--- config.mk ---
export PLATFORM = sky130hd
export DESIGN_NAME = mc_ar_arbiter
export DESIGN_NICKNAME = d
export VERILOG_FILES = /design/src/rtl/mc_ar_arbiter.sv
export SDC_FILE = /design/constraint.sdc
export NUM_CORES = 1
export LEC_CHECK = 0
export CORE_AREA = 2 2 555 557
export CTS_CLUSTER_SIZE = 16
export DETAILED_ROUTE_END_ITERATION = 10
export DIE_AREA = 0 0 557 559
export DONT_BUFFER_PORTS = 1
export PLACE_DENSITY = 0.3
export SETUP_SLACK_MARGIN = 0.4
export SLEW_MARGIN = 10
export SYNTH_ARGS = -nofsm -noshare
export SYNTH_HDL_FRONTEND = slang
export SYNTH_SLANG_ARGS = --single-unit
--- constraint.sdc ---
create_clock -name clk -period 6.2 [get_ports clk]
set_clock_uncertainty 0.15 [all_clocks]
set_input_delay 1.24 -clock clk [delete_from_list [all_inputs] [get_ports clk]]
set_output_delay 1.24 -clock clk [all_outputs]
set_load 0.005 [all_outputs]
--- src/rtl/mc_ar_arbiter.sv ---
// Shares one memory-controller AR/R channel pair between three DRAM-cache requesters.
// AR is round-robin arbitrated and source-tagged in the top ARID bits; R beats route back by tag.
module mc_ar_arbiter #(
  parameter int unsigned ADDR_WIDTH      = 64,
  parameter int unsigned ID_WIDTH        = 16,
  parameter int unsigned DATA_WIDTH      = 512,
  parameter int unsigned MAX_OUTSTANDING = 8
) (
  input  logic                    clk,
  input  logic                    rst_n,
  input  logic [3*ID_WIDTH-1:0]   s_arid_i,
  input  logic [3*ADDR_WIDTH-1:0] s_araddr_i,
  input  logic [3*8-1:0]          s_arlen_i,
  input  logic [2:0]              s_arvalid_i,
  output logic [2:0]              s_arready_o,
  output logic [ID_WIDTH-1:0]     m_arid_o,
  output logic [ADDR_WIDTH-1:0]   m_araddr_o,
  output logic [7:0]              m_arlen_o,
  output logic                    m_arvalid_o,
  input  logic                    m_arready_i,
  input  logic [ID_WIDTH-1:0]     m_rid_i,
  input  logic [DATA_WIDTH-1:0]   m_rdata_i,
  input  logic                    m_rlast_i,
  input  logic                    m_rvalid_i,
  output logic                    m_rready_o,
  output logic [ID_WIDTH-1:0]     s_rid_o,
  output logic [DATA_WIDTH-1:0]   s_rdata_o,
  output logic                    s_rlast_o,
  output logic [2:0]              s_rvalid_o,
  input  logic [2:0]              s_rready_i,
  output logic                    err_o
);

  localparam int unsigned CW = $clog2(MAX_OUTSTANDING + 1);

  typedef enum logic {IDLE, SEND} state_t;

  state_t                r_state, w_state_nxt;
  logic [1:0]            r_ptr, r_src;
  logic [CW-1:0]         r_cnt [3];
  logic [ID_WIDTH-1:0]   r_arid;
  logic [ADDR_WIDTH-1:0] r_araddr;
  logic [7:0]            r_arlen;
  logic                  r_err;

  logic [2:0]            w_elig;
  logic [1:0]            w_c1, w_c2, w_c3;
  logic [1:0]            w_grant;
  logic                  w_grant_vld;
  logic [ID_WIDTH-1:0]   w_sel_id;
  logic [ADDR_WIDTH-1:0] w_sel_addr;
  logic [7:0]            w_sel_len;
  logic [1:0]            w_dest;
  logic                  w_ar_hs, w_r_done, w_bad_tag;
  logic [2:0]            w_inc, w_dec, w_underflow;

  always_comb begin
    for (int unsigned s = 0; s < 3; s++) begin
      w_elig[s] = s_arvalid_i[s] && (r_cnt[s] < CW'(MAX_OUTSTANDING));
    end
  end

  // Search order ptr+1, ptr+2, ptr+3 (mod 3); ptr+3 wraps back to ptr itself.
  always_comb begin
    w_c1        = (r_ptr == 2'd2) ? 2'd0 : r_ptr + 2'd1;
    w_c2        = (w_c1 == 2'd2) ? 2'd0 : w_c1 + 2'd1;
    w_c3        = r_ptr;
    w_grant     = '0;
    w_grant_vld = 1'b0;
    if (w_elig[w_c1]) begin
      w_grant     = w_c1;
      w_grant_vld = 1'b1;
    end else if (w_elig[w_c2]) begin
      w_grant     = w_c2;
      w_grant_vld = 1'b1;
    end else if (w_elig[w_c3]) begin
      w_grant     = w_c3;
      w_grant_vld = 1'b1;
    end
  end

  always_comb begin
    w_sel_id   = s_arid_i[0 +: ID_WIDTH];
    w_sel_addr = s_araddr_i[0 +: ADDR_WIDTH];
    w_sel_len  = s_arlen_i[0 +: 8];
    case (w_grant)
      2'd1: begin
        w_sel_id   = s_arid_i[ID_WIDTH +: ID_WIDTH];
        w_sel_addr = s_araddr_i[ADDR_WIDTH +: ADDR_WIDTH];
        w_sel_len  = s_arlen_i[8 +: 8];
      end
      2'd2: begin
        w_sel_id   = s_arid_i[2*ID_WIDTH +: ID_WIDTH];
        w_sel_addr = s_araddr_i[2*ADDR_WIDTH +: ADDR_WIDTH];
        w_sel_len  = s_arlen_i[16 +: 8];
      end
      default: ;
    endcase
  end

  always_comb begin
    w_state_nxt = r_state;
    s_arready_o = '0;
    m_arvalid_o = 1'b0;
    case (r_state)
      IDLE: begin
        if (w_grant_vld) begin
          s_arready_o[w_grant] = rst_n;
          w_state_nxt          = SEND;
        end
      end
      SEND: begin
        m_arvalid_o = 1'b1;
        if (m_arready_i) w_state_nxt = IDLE;
      end
      default: w_state_nxt = IDLE;
    endcase
  end

  always_ff @(posedge clk) begin
    if (!rst_n) begin
      r_state  <= IDLE;
      r_ptr    <= 2'd2;
      r_src    <= '0;
      r_arid   <= '0;
      r_araddr <= '0;
      r_arlen  <= '0;
    end else begin
      r_state <= w_state_nxt;
      if (r_state == IDLE && w_grant_vld) begin
        r_ptr    <= w_grant;
        r_src    <= w_grant;
        r_arid   <= {w_grant, w_sel_id[ID_WIDTH-3:0]};
        r_araddr <= w_sel_addr;
        r_arlen  <= w_sel_len;
      end
    end
  end

  assign m_arid_o   = r_arid;
  assign m_araddr_o = r_araddr;
  assign m_arlen_o  = r_arlen;

  assign w_dest = m_rid_i[ID_WIDTH-1 -: 2];

  // Tag 3 has no owner: accept and drop the beat so the controller never stalls on it.
  always_comb begin
    s_rvalid_o = '0;
    m_rready_o = 1'b1;
    if (w_dest != 2'd3) begin
      s_rvalid_o[w_dest] = m_rvalid_i;
      m_rready_o         = s_rready_i[w_dest];
    end
  end

  assign s_rid_o   = {2'b00, m_rid_i[ID_WIDTH-3:0]};
  assign s_rdata_o = m_rdata_i;
  assign s_rlast_o = m_rlast_i;

  assign w_ar_hs   = (r_state == SEND) && m_arready_i;
  assign w_r_done  = m_rvalid_i && m_rready_o && m_rlast_i && (w_dest != 2'd3);
  assign w_bad_tag = m_rvalid_i && (w_dest == 2'd3);

  always_comb begin
    for (int unsigned s = 0; s < 3; s++) begin
      w_inc[s]       = w_ar_hs && (r_src == 2'(s));
      w_dec[s]       = w_r_done && (w_dest == 2'(s));
      w_underflow[s] = w_dec[s] && !w_inc[s] && (r_cnt[s] == '0);
    end
  end

  always_ff @(posedge clk) begin
    if (!rst_n) begin
      for (int unsigned s = 0; s < 3; s++) r_cnt[s] <= '0;
      r_err <= 1'b0;
    end else begin
      for (int unsigned s = 0; s < 3; s++) begin
        if (w_inc[s] && !w_dec[s]) begin
          r_cnt[s] <= r_cnt[s] + CW'(1);
        end else if (w_dec[s] && !w_inc[s] && (r_cnt[s] != '0)) begin
          r_cnt[s] <= r_cnt[s] - CW'(1);
        end
      end
      r_err <= r_err | w_bad_tag | (|w_underflow);
    end
  end

  assign err_o = r_err;

endmodule

======== Yosys cells after proc, flatten, opt, wreduce, memory -nomap -nowiden ========
Memory sizes are Yosys's and may differ from the RTL's.
Index checks and enable logic that the tools add are counted.
storage, ports and cells
  register bits ........................... 94
  RAM bits ................................ 12
  input port bits ......................... 803
  output and inout bits ................... 626
  word-level logic and storage cells ...... 150
  memories kept ........................... 1
memories
  memory  depth  bits a word  read ports  clocked after memory_dff  write ports  RTL line  source
  r_cnt   3      4            3           0                         3            40        logic [CW-1:0] r_cnt [3];
cells by class
  add/sub/neg operators ................... 8
  order comparisons ....................... 10
  eq/ne operators ......................... 10
  mux-type cells .......................... 59
  bitwise operators ....................... 11
  reductions and logical operators ........ 44
operators by type and width
  cell                 number
  $pmux 64 s2          1
  $mux 1               35
  $logic_and 1x1->1    29
  $pmux 14 s2          1
  $mux 4               6
  $pmux 8 s2           1
  $lt 2x3->1 const B   5
  $add 4x1->4 const B  3
  $eq 2x2->1 const B   6
  $logic_not 4->1      3
  $lt 4x4->1 const B   3
  $reduce_bool 4->1    3
  $sub 4x1->4 const B  3
  $mux 2               5
  $mux 3               3
  $bmux 1 s2           4
  $or 1x1->1           8
  $and 3x3->3          2
  $eq 2x1->1 const B   3
  $logic_not 1->1      6
  $add 2x1->2 const B  2
  $demux 1 s2          2
  $ge 2x1->1 const B   2
  $logic_not 2->1      2
  4 further kinds      4

======== Logic depth before layout (Yosys ltp) ========
  word-level depth ........................ 15
  mapped depth ............................ 12
  gate-level depth less buffers ........... 10

======== Worst setup path after synthesis ========
No wires, ideal clock.
  kind .................................... input to output
  from .................................... in s_arvalid_i[1]
  to ...................................... out s_arready_o[1]
  arrival ................................. 2,839 ps
  required time ........................... 4,810 ps
  path slack .............................. 1,971 ps
  stages .................................. 7
  buffers on the path ..................... 3
  path through ............................ inv_1 -> o311ai_0 -> ha_1 -> clkbuf_1 -> buf_2 -> buf_1 -> and3_1
between the ends
  cells in the longest elaborated chain, start to end .. 13
  elaborated cells on any way between the ends .. 21
  those cells by class .................... order compare: 2; mux: 16; bitwise: 1; reduce/logical: 2
RTL lines
  item                                                                   RTL line  source
  start, declared                                                        14        input logic [2:0] s_arvalid_i,
  $logic_and 1x1->1 *                                                    59        w_elig[s] = s_arvalid_i[s] && (r_cnt[s] < CW'(MAX_OUTSTANDING));
  $bmux 1 s2                                                             76        end else if (w_elig[w_c3]) begin
  $mux 1 (implied by the code)                                           76
  $mux 2                                                                 76
  $mux 2                                                                 73        end else if (w_elig[w_c2]) begin
  $mux 2                                                                 70        if (w_elig[w_c1]) begin
  $lt 2x3->1 (implied by the code) / $ge 2x1->1 (equally long branches)  108       s_arready_o[w_grant] = rst_n;
  $logic_and 1x1->1 (implied by the code)                                108
  $mux 1 (implied by the code)                                           108
  $demux 1 s2                                                            108
  $and 3x3->3 (no line)                                                  --
  $mux 3 *                                                               107       if (w_grant_vld) begin
  $mux 3 *                                                               105       case (r_state)
  end, declared                                                          15        output logic [2:0] s_arready_o,
Every way passes the cells marked *; elsewhere a longest branch is shown, timed or not. The select of a mux whose other input is x is not followed.

======== Final worst setup path ========
  from .................................... in s_arvalid_i[0]
  to ...................................... out s_arready_o[0]
The elaborated chain is that of the path after synthesis.

==> results.txt <==
----------------------------------------------------
[STA]
  Count of pins over their slew limit ... 0
  Final Hold Violating Endpoints ... 0
  Achievable frequency ... 236.1 MHz
  Time the worst path needs with I/O delays and setup ... roughly 4200 ps
  Max-slew headroom at the worst pin ... 31.87%
  Setup-violating endpoint count in the final report ... 0
  Final-layout worst hold slack ... approximately 340 ps
  Fin crit share ... between 60% and 70%
  RSZ-0062 raised after global routing ... false
  Summed negative setup slack over all endpoints ... 0 ps
  Transition time of the tightest slew-check pin ... 1018 ps

[Worst setup path]
  Setup CP Type ... input pin to primary output
  Type of element capturing the critical path ... primary output
  Arr. time, crit path ... between 2000 and 3000 ps
  Required time of the critical path ... approximately 4800 ps
  Worst Setup Start Kind ... input pin
  Critical-path maximum fanout ... 14

[Placement]
  Placer's final routability congestion estimate ... 0.7468
  Placed wire-length estimate ... approximately 160,000 um
  Number of buffer cells added on primary ports ... 0
  DP Area ... 11,020 um2

[Logic synthesis]
  Number of register bits inferred by synthesis ... around 100
  Cell area after synthesis ... ~10000 um2
  Commonest register cell after synthesis ... sky130_fd_sc_hd__dfxtp_1
  XOR/XNOR share of the synthesized area ... less than 1%
  Share of synthesized area occupied by flip-flops and latches ... roughly 22%
  Number of synthesis warnings ... 0
  Complex-gate fraction of the synthesized area ... around 22%
  Average instance area after synthesis ... 7.836 um2
  Synthesized-area fraction occupied by and/or/nand/nor cells ... between 10% and 20%
  Combinational family with the most area after synthesis ... buffers and inverters
  Number of enable flip-flop cells after synthesis ... 12
  Number of library cell types mapped by synthesis ... 55
  Number of instances in the synthesized netlist ... around 1,300
  Asr flop ratio synth ... 0%
  Post-synthesis adder-cell area fraction ... 1.529%
  Mux share of post-synthesis cell area ... 0.2632%

[CTS]
  TritonCTS sink count ... slightly above 100
  Post-CTS resize count ... 0
  CTS clock-pin slew for the worst setup and hold paths ... 90 ps
  CTS hold repair buffers ... 0
  Number of buffers between clock root and the deepest sink ... 2
  Buffer type at the clock tree root ... sky130_fd_sc_hd__clkbuf_16
  Deepest level of the CTS H-tree ... 3
  TritonCTS clock tree ... done
  Post-CTS setup buffer count ... 0
  Total CTS buffers ... 9
  Later-pin clock latency in the skew report ... between 400 and 500 ps

[Die]
  Floorplan row count ... between 200 and 250
  Overall die height ... between 500 and 600 um
  Area of the core ... between 300,000 and 400,000 um2
  Initial Util ... under 10%
  Die extent in x ... between 500 and 600 um
  Number of I/O pins ... roughly 1,400
  Die area ... just over 300,000 um2

[Power]
  VDD IR-drop max ... between 0.1 and 0.15 mV
  Leak Pwr ... approximately 2.2 nW
  Areal power density over the cells ... approximately 190 nW/um2

[Min path]
  Class of the tightest hold or removal check ... flop to flop

[Layout]
  Final net count ... about 1,500
  Post-Route Utilization ... 3.749%
  Commonest cells after routing, fill and taps aside ... sky130_fd_sc_hd__nand2_1 (185), sky130_fd_sc_hd__dfxtp_1 (91), sky130_fd_sc_hd__a22oi_1 (87)
  Share of final-layout standard cells stronger than drive strength 1 ... ~6%
  Layout filler cell count ... around 36,000
  Area Growth Syn to Fin ... 14.56%
  Layout Cell Area excl Fill ... ~11,000 um2
  Most common cell after layout, fill and taps aside ... sky130_fd_sc_hd__nand2_1

[Drt]
  Residual antenna-violating net count after detailed routing ... 1
  Routed wire length ... ~170,000 um
  Total number of vias ... slightly above 7,000
  First DRT Iteration DRCs ... ~540
  Drc violations ... 0
  DR pass1 iterations ... 6
  Average routed wire per standard cell ... 34.71 um
  Via density ... 1.471

[Run]
  Number of violations of the max-capacitance limit ... 0

[Global route]
  Total GRT Usage ... 10.41%
  Sum of overflow across all layers after global routing ... 0
  Wire length of the first global-routing pass ... approximately 180,000 um
  Vias in the first global route ... roughly 6,600
  Largest net degree at the start of global routing ... ~100
  Number of antenna violations at the first check in global routing ... 80

[Run status]
  Outcome ... finished, violations left
  Violations in the final reports ... antenna violations

----------------------------------------------------
## cell usage after synthesis (all sizes together), types with 2 or more instances
cell type | instances | share of area, %
buf | 561 | 41
nand2 | 185 | 7.0
dfxtp | 91 | 18
a21boi | 88 | 6.6
a22oi | 87 | 6.5
o211ai | 86 | 6.5
clkbuf | 40 | 1.5
inv | 17 | 0.64
nor2 | 14 | 0.53
edfxtp | 12 | 3.6
a21oi | 10 | 0.50
ha | 9 | 1.1
o21ai | 8 | 0.51
and3 | 5 | 0.31
nand3 | 5 | 0.30
nand2b | 4 | 0.25
nand4 | 4 | 0.25
nor3 | 4 | 0.20
nor3b | 3 | 0.23
or4 | 3 | 0.26
xnor2 | 3 | 0.26
xor2 | 3 | 0.26
a21o | 2 | 0.15
a221oi | 2 | 0.24
and4b | 2 | 0.20
fa | 2 | 0.40
mux2 | 2 | 0.26
nand3b | 2 | 0.15
nor2b | 2 | 0.13
o21a | 2 | 0.15
o21bai | 2 | 0.15
## worst max-delay path, stage by stage
cell and delay, ps:
sky130_fd_sc_hd__nor2b_1 230, sky130_fd_sc_hd__a221oi_2 110, sky130_fd_sc_hd__nor2_4 570, sky130_fd_sc_hd__and3_1 670
## cell families after synthesis
logic type               after synthesis
other                                  1
adder cells (fa/ha/maj)               11
AND/OR/NAND/NOR                      239
multiplexers                           2
buffers and inverters                618
XOR/XNOR                               6
flip-flops                           103
AO/OA/AOI/OAI                        294
## registers in the layout, summed over array words and instances (netlist names)
register	cells
m_arlen_o	8
err_o	1
r_cnt	12
r_ptr	2
r_src	1
r_state	1
m_arid_o	14
m_araddr_o	64
## final timing paths
path                                from                          end  slack, ps  cells past startpoint
min          m_araddr_o[10]$_SDFFE_PN0P_  m_araddr_o[10]$_SDFFE_PN0P_        340                      2
max reg2reg        r_ptr[0]$_SDFFE_PN0P_    m_arlen_o[5]$_SDFFE_PN0P_       2680                      8
max                       s_arvalid_i[0]               s_arready_o[0]       1960                      4
min reg2reg  m_araddr_o[10]$_SDFFE_PN0P_  m_araddr_o[10]$_SDFFE_PN0P_        340                      2
## power breakdown
group          leakage [nW]  switching [mW]  total (mW)  internal (mW)
Combinational          1.17           0.398       0.558          0.159
Clock                 0.150           0.393       0.731          0.338
Sequential            0.874           0.136       0.891          0.755
## layer usage
layer	wire length, um	global-route usage, %	up-vias	share of wire (%)
li1	-	-	2687	-
met1	30400	5.599	2876	18
met2	66480	14.55	1155	40
met3	63940	18.13	368	38
met4	7075	3.977	44	4.2
met5	298	0	-	0.18
## per-stage QoR
| stage | power [mW] | instances | setup slack, ps |
|---|---|---|---|
| 2_1_floorplan | 1.432 | 1275 | 1971 |
| 3_3_place_gp | 1.492 | 4787 | 1858 |
| 3_5_place_dp | 1.494 | 4787 | 1847 |
| 4_1_cts | 2.277 | 4802 | 1852 |
| 5_1_grt | 2.323 | 4805 | 1843 |
| 6_report | 2.180 | 4846 | 1964 |
## final cells by class
cell class | instances | area, um2 | share of cell area [%]
diodes | 44 | 110.1 | 0.9627
clock buffers | 10 | 250.2 | 2.188
clock inverters | 5 | 56.30 | 0.4923
inverters | 17 | 63.81 | 0.5579
multi-input cells | 554 | 3522 | 30.80
flip-flops and latches | 103 | 2182 | 19.08
well taps | 4100 | 5130 | 44.85
repair buffers | 13 | 122.6 | 1.072
(Power assumes the default switching activity.)
==> variant, RTL diff (same settings) <==
Change the parameter `ADDR_WIDTH` from 64 to 72.
--- a/src/rtl/mc_ar_arbiter.sv
+++ b/src/rtl/mc_ar_arbiter.sv
@@ -2,5 +2,5 @@
 // AR is round-robin arbitrated and source-tagged in the top ARID bits; R beats route back by tag.
 module mc_ar_arbiter #(
-  parameter int unsigned ADDR_WIDTH      = 64,
+  parameter int unsigned ADDR_WIDTH      = 72,
   parameter int unsigned ID_WIDTH        = 16,
   parameter int unsigned DATA_WIDTH      = 512,
Interface: changed (resized m_araddr_o and s_araddr_i); port bits go from 1429 to 1461. The function was not compared with the original's and may differ.
==> variant against the unedited design <==
- wire length rose by 15%
- fmax fell by 7.3%
- via count rose by 16%
- cell area rose by 1.4%
- sequential cell count rose by 8
- power rose by 7.9%
- register-to-register slack got worse by 0.40 ns
- core utilization rose by 0.054 points
- synthesized area rose by 1.6%
- worst setup slack got worse by 0.33 ns
==> variant: results (changes against the unedited design) <==
\begin{tabular}{lr}
\hline
Metric & Value \\
\hline
\multicolumn{2}{l}{\textbf{Synthesis}} \\
Cell types with the highest counts after synthesis & sky130\_fd\_sc\_hd\_\_buf\_4 (531), sky130\_fd\_sc\_hd\_\_nand2\_1 (199), sky130\_fd\_sc\_hd\_\_a21oi\_1 (102) (was sky130\_fd\_sc\_hd\_\_buf\_4 (533), sky130\_fd\_sc\_hd\_\_nand2\_1 (185), sky130\_fd\_sc\_hd\_\_dfxtp\_1 (91)) \\
Sequential fraction of the synthesis area & 0.2310 (was 0.2186) \\
Count of cell types in the netlist & 52 (was 55) \\
\multicolumn{2}{l}{\textbf{Setup path}} \\
Stage delay of the slowest cell on the critical path & 0.51 ns (was 0.67 ns) \\
Signal arrival time at the worst endpoint & 3.18 ns (was 2.85 ns) \\
Max FO, Critical Path & 55 (was 14) \\
Crit path max-delay cell type & sky130\_fd\_sc\_hd\_\_nor2\_1 (was sky130\_fd\_sc\_hd\_\_and3\_1) \\
\multicolumn{2}{l}{\textbf{Layout}} \\
Number of standard cells in the final layout excluding fillers & 4886 (was 4846) \\
Fill cell total of the finished layout & 36279 (was 36288) \\
Total number of nets in the final design & 1579 (was 1512) \\
Fraction of layout cells with a size suffix above 1 & 0.05898 (was 0.05983) \\
\multicolumn{2}{l}{\textbf{Routing}} \\
Count of TritonRoute iterations in the first routing pass & 5 (was 6) \\
Detailed-route vias per instance & 1.691 (was 1.471) \\
Routed wire length & 193200 um (was 168200 um) \\
\multicolumn{2}{l}{\textbf{Placement}} \\
Number of placed instances, taps included & 4830 (was 4787) \\
Pre-CTS worst setup slack & 1.318 ns (was 1.847 ns) \\
Placed inst area & 11160 um2 (was 11020 um2) \\
Detailed placer's ending HPWL & 180900 um (was 156200 um) \\
\multicolumn{2}{l}{\textbf{Pwr}} \\
Peak supply drop & 189.6 uV (was 134.9 uV) \\
Leakage power figure & 2.212 nW (was 2.197 nW) \\
\multicolumn{2}{l}{\textbf{Global routing}} \\
Maximum number of pins on one net before global-route repair & 98 (was 104) \\
Via count of the first global-routing pass & 7317 (was 6565) \\
Global-route wire length before repair & 211100 um (was 184100 um) \\
All-Layer GR Usage & 0.1196 (was 0.1041) \\
\multicolumn{2}{l}{\textbf{Clocking}} \\
Clock latency of the later-clocked register in the worst-skew pair & 0.44 ns (was 0.42 ns) \\
\multicolumn{2}{l}{\textbf{Outcome}} \\
Outcome & finished, final reports clean (was finished with violations) \\
\multicolumn{2}{l}{\textbf{STA}} \\
Relative max-transition margin & 0.2414 (was 0.3187) \\
\hline
\end{tabular}
[variant: final timing paths]
check / start / to / slack, ns / cells after the start
min: m_araddr_o[16] / m_araddr_o[16] / 0.33 / 2
max: s_arvalid_i[0] / s_arready_o[2] / 1.63 / 6
max reg2reg: r_ptr[0] / m_araddr_o[45] / 2.28 / 9
min reg2reg: m_araddr_o[16] / m_araddr_o[16] / 0.33 / 2
[variant: final cells by class]
type                       instances  share of cell area
tap                             4100              0.4421
clock inverter                     6            0.008196
multi-input combinational        587              0.3009
sequential                       111              0.2019
antenna                           40            0.008627
clock buffer                      10             0.02157
inverter                          17            0.005931
timing repair buffer              15             0.01078
[variant: layer usage]
metal	track usage	vias to the layer above	routed length, um
li1	-	2850	-
met1	0.05908	3402	33520
met2	0.1678	1448	75940
met3	0.2225	452	76540
met4	0.03389	112	6314
met5	0.003550	-	855
[variant: cells by family (layout without fill, tap and decap cells)]
| group | Yosys count | in the layout | share of synthesized area |
|---|---|---|---|
| other | 1 | 42 | 0.0003698 |
| DFF | 111 | 111 | 0.2310 |
| xor gates and xnor gates | 6 | 6 | 0.005183 |
| muxes | 2 | 2 | 0.002468 |
| and+or+nand+nor | 250 | 250 | 0.1049 |
| adders and majority gates | 11 | 11 | 0.01505 |
| buffers and inverters | 624 | 48 | 0.4298 |
| AOI/OAI and AO/OA | 316 | 316 | 0.2113 |
[variant: worst min-delay path, stage by stage (launching register included)]
cell,delay (ns)
sky130_fd_sc_hd__dfxtp_1,0.34
sky130_fd_sc_hd__nand2_1,0.06
sky130_fd_sc_hd__a21oi_1,0.05
[variant: power by group]
| group | switching [mW] | leakage [nW] | internal [mW] |
|---|---|---|---|
| combinational | 0.375 | 1.10 | 0.160 |
| clock | 0.461 | 0.169 | 0.388 |
| sequential | 0.159 | 0.939 | 0.810 |
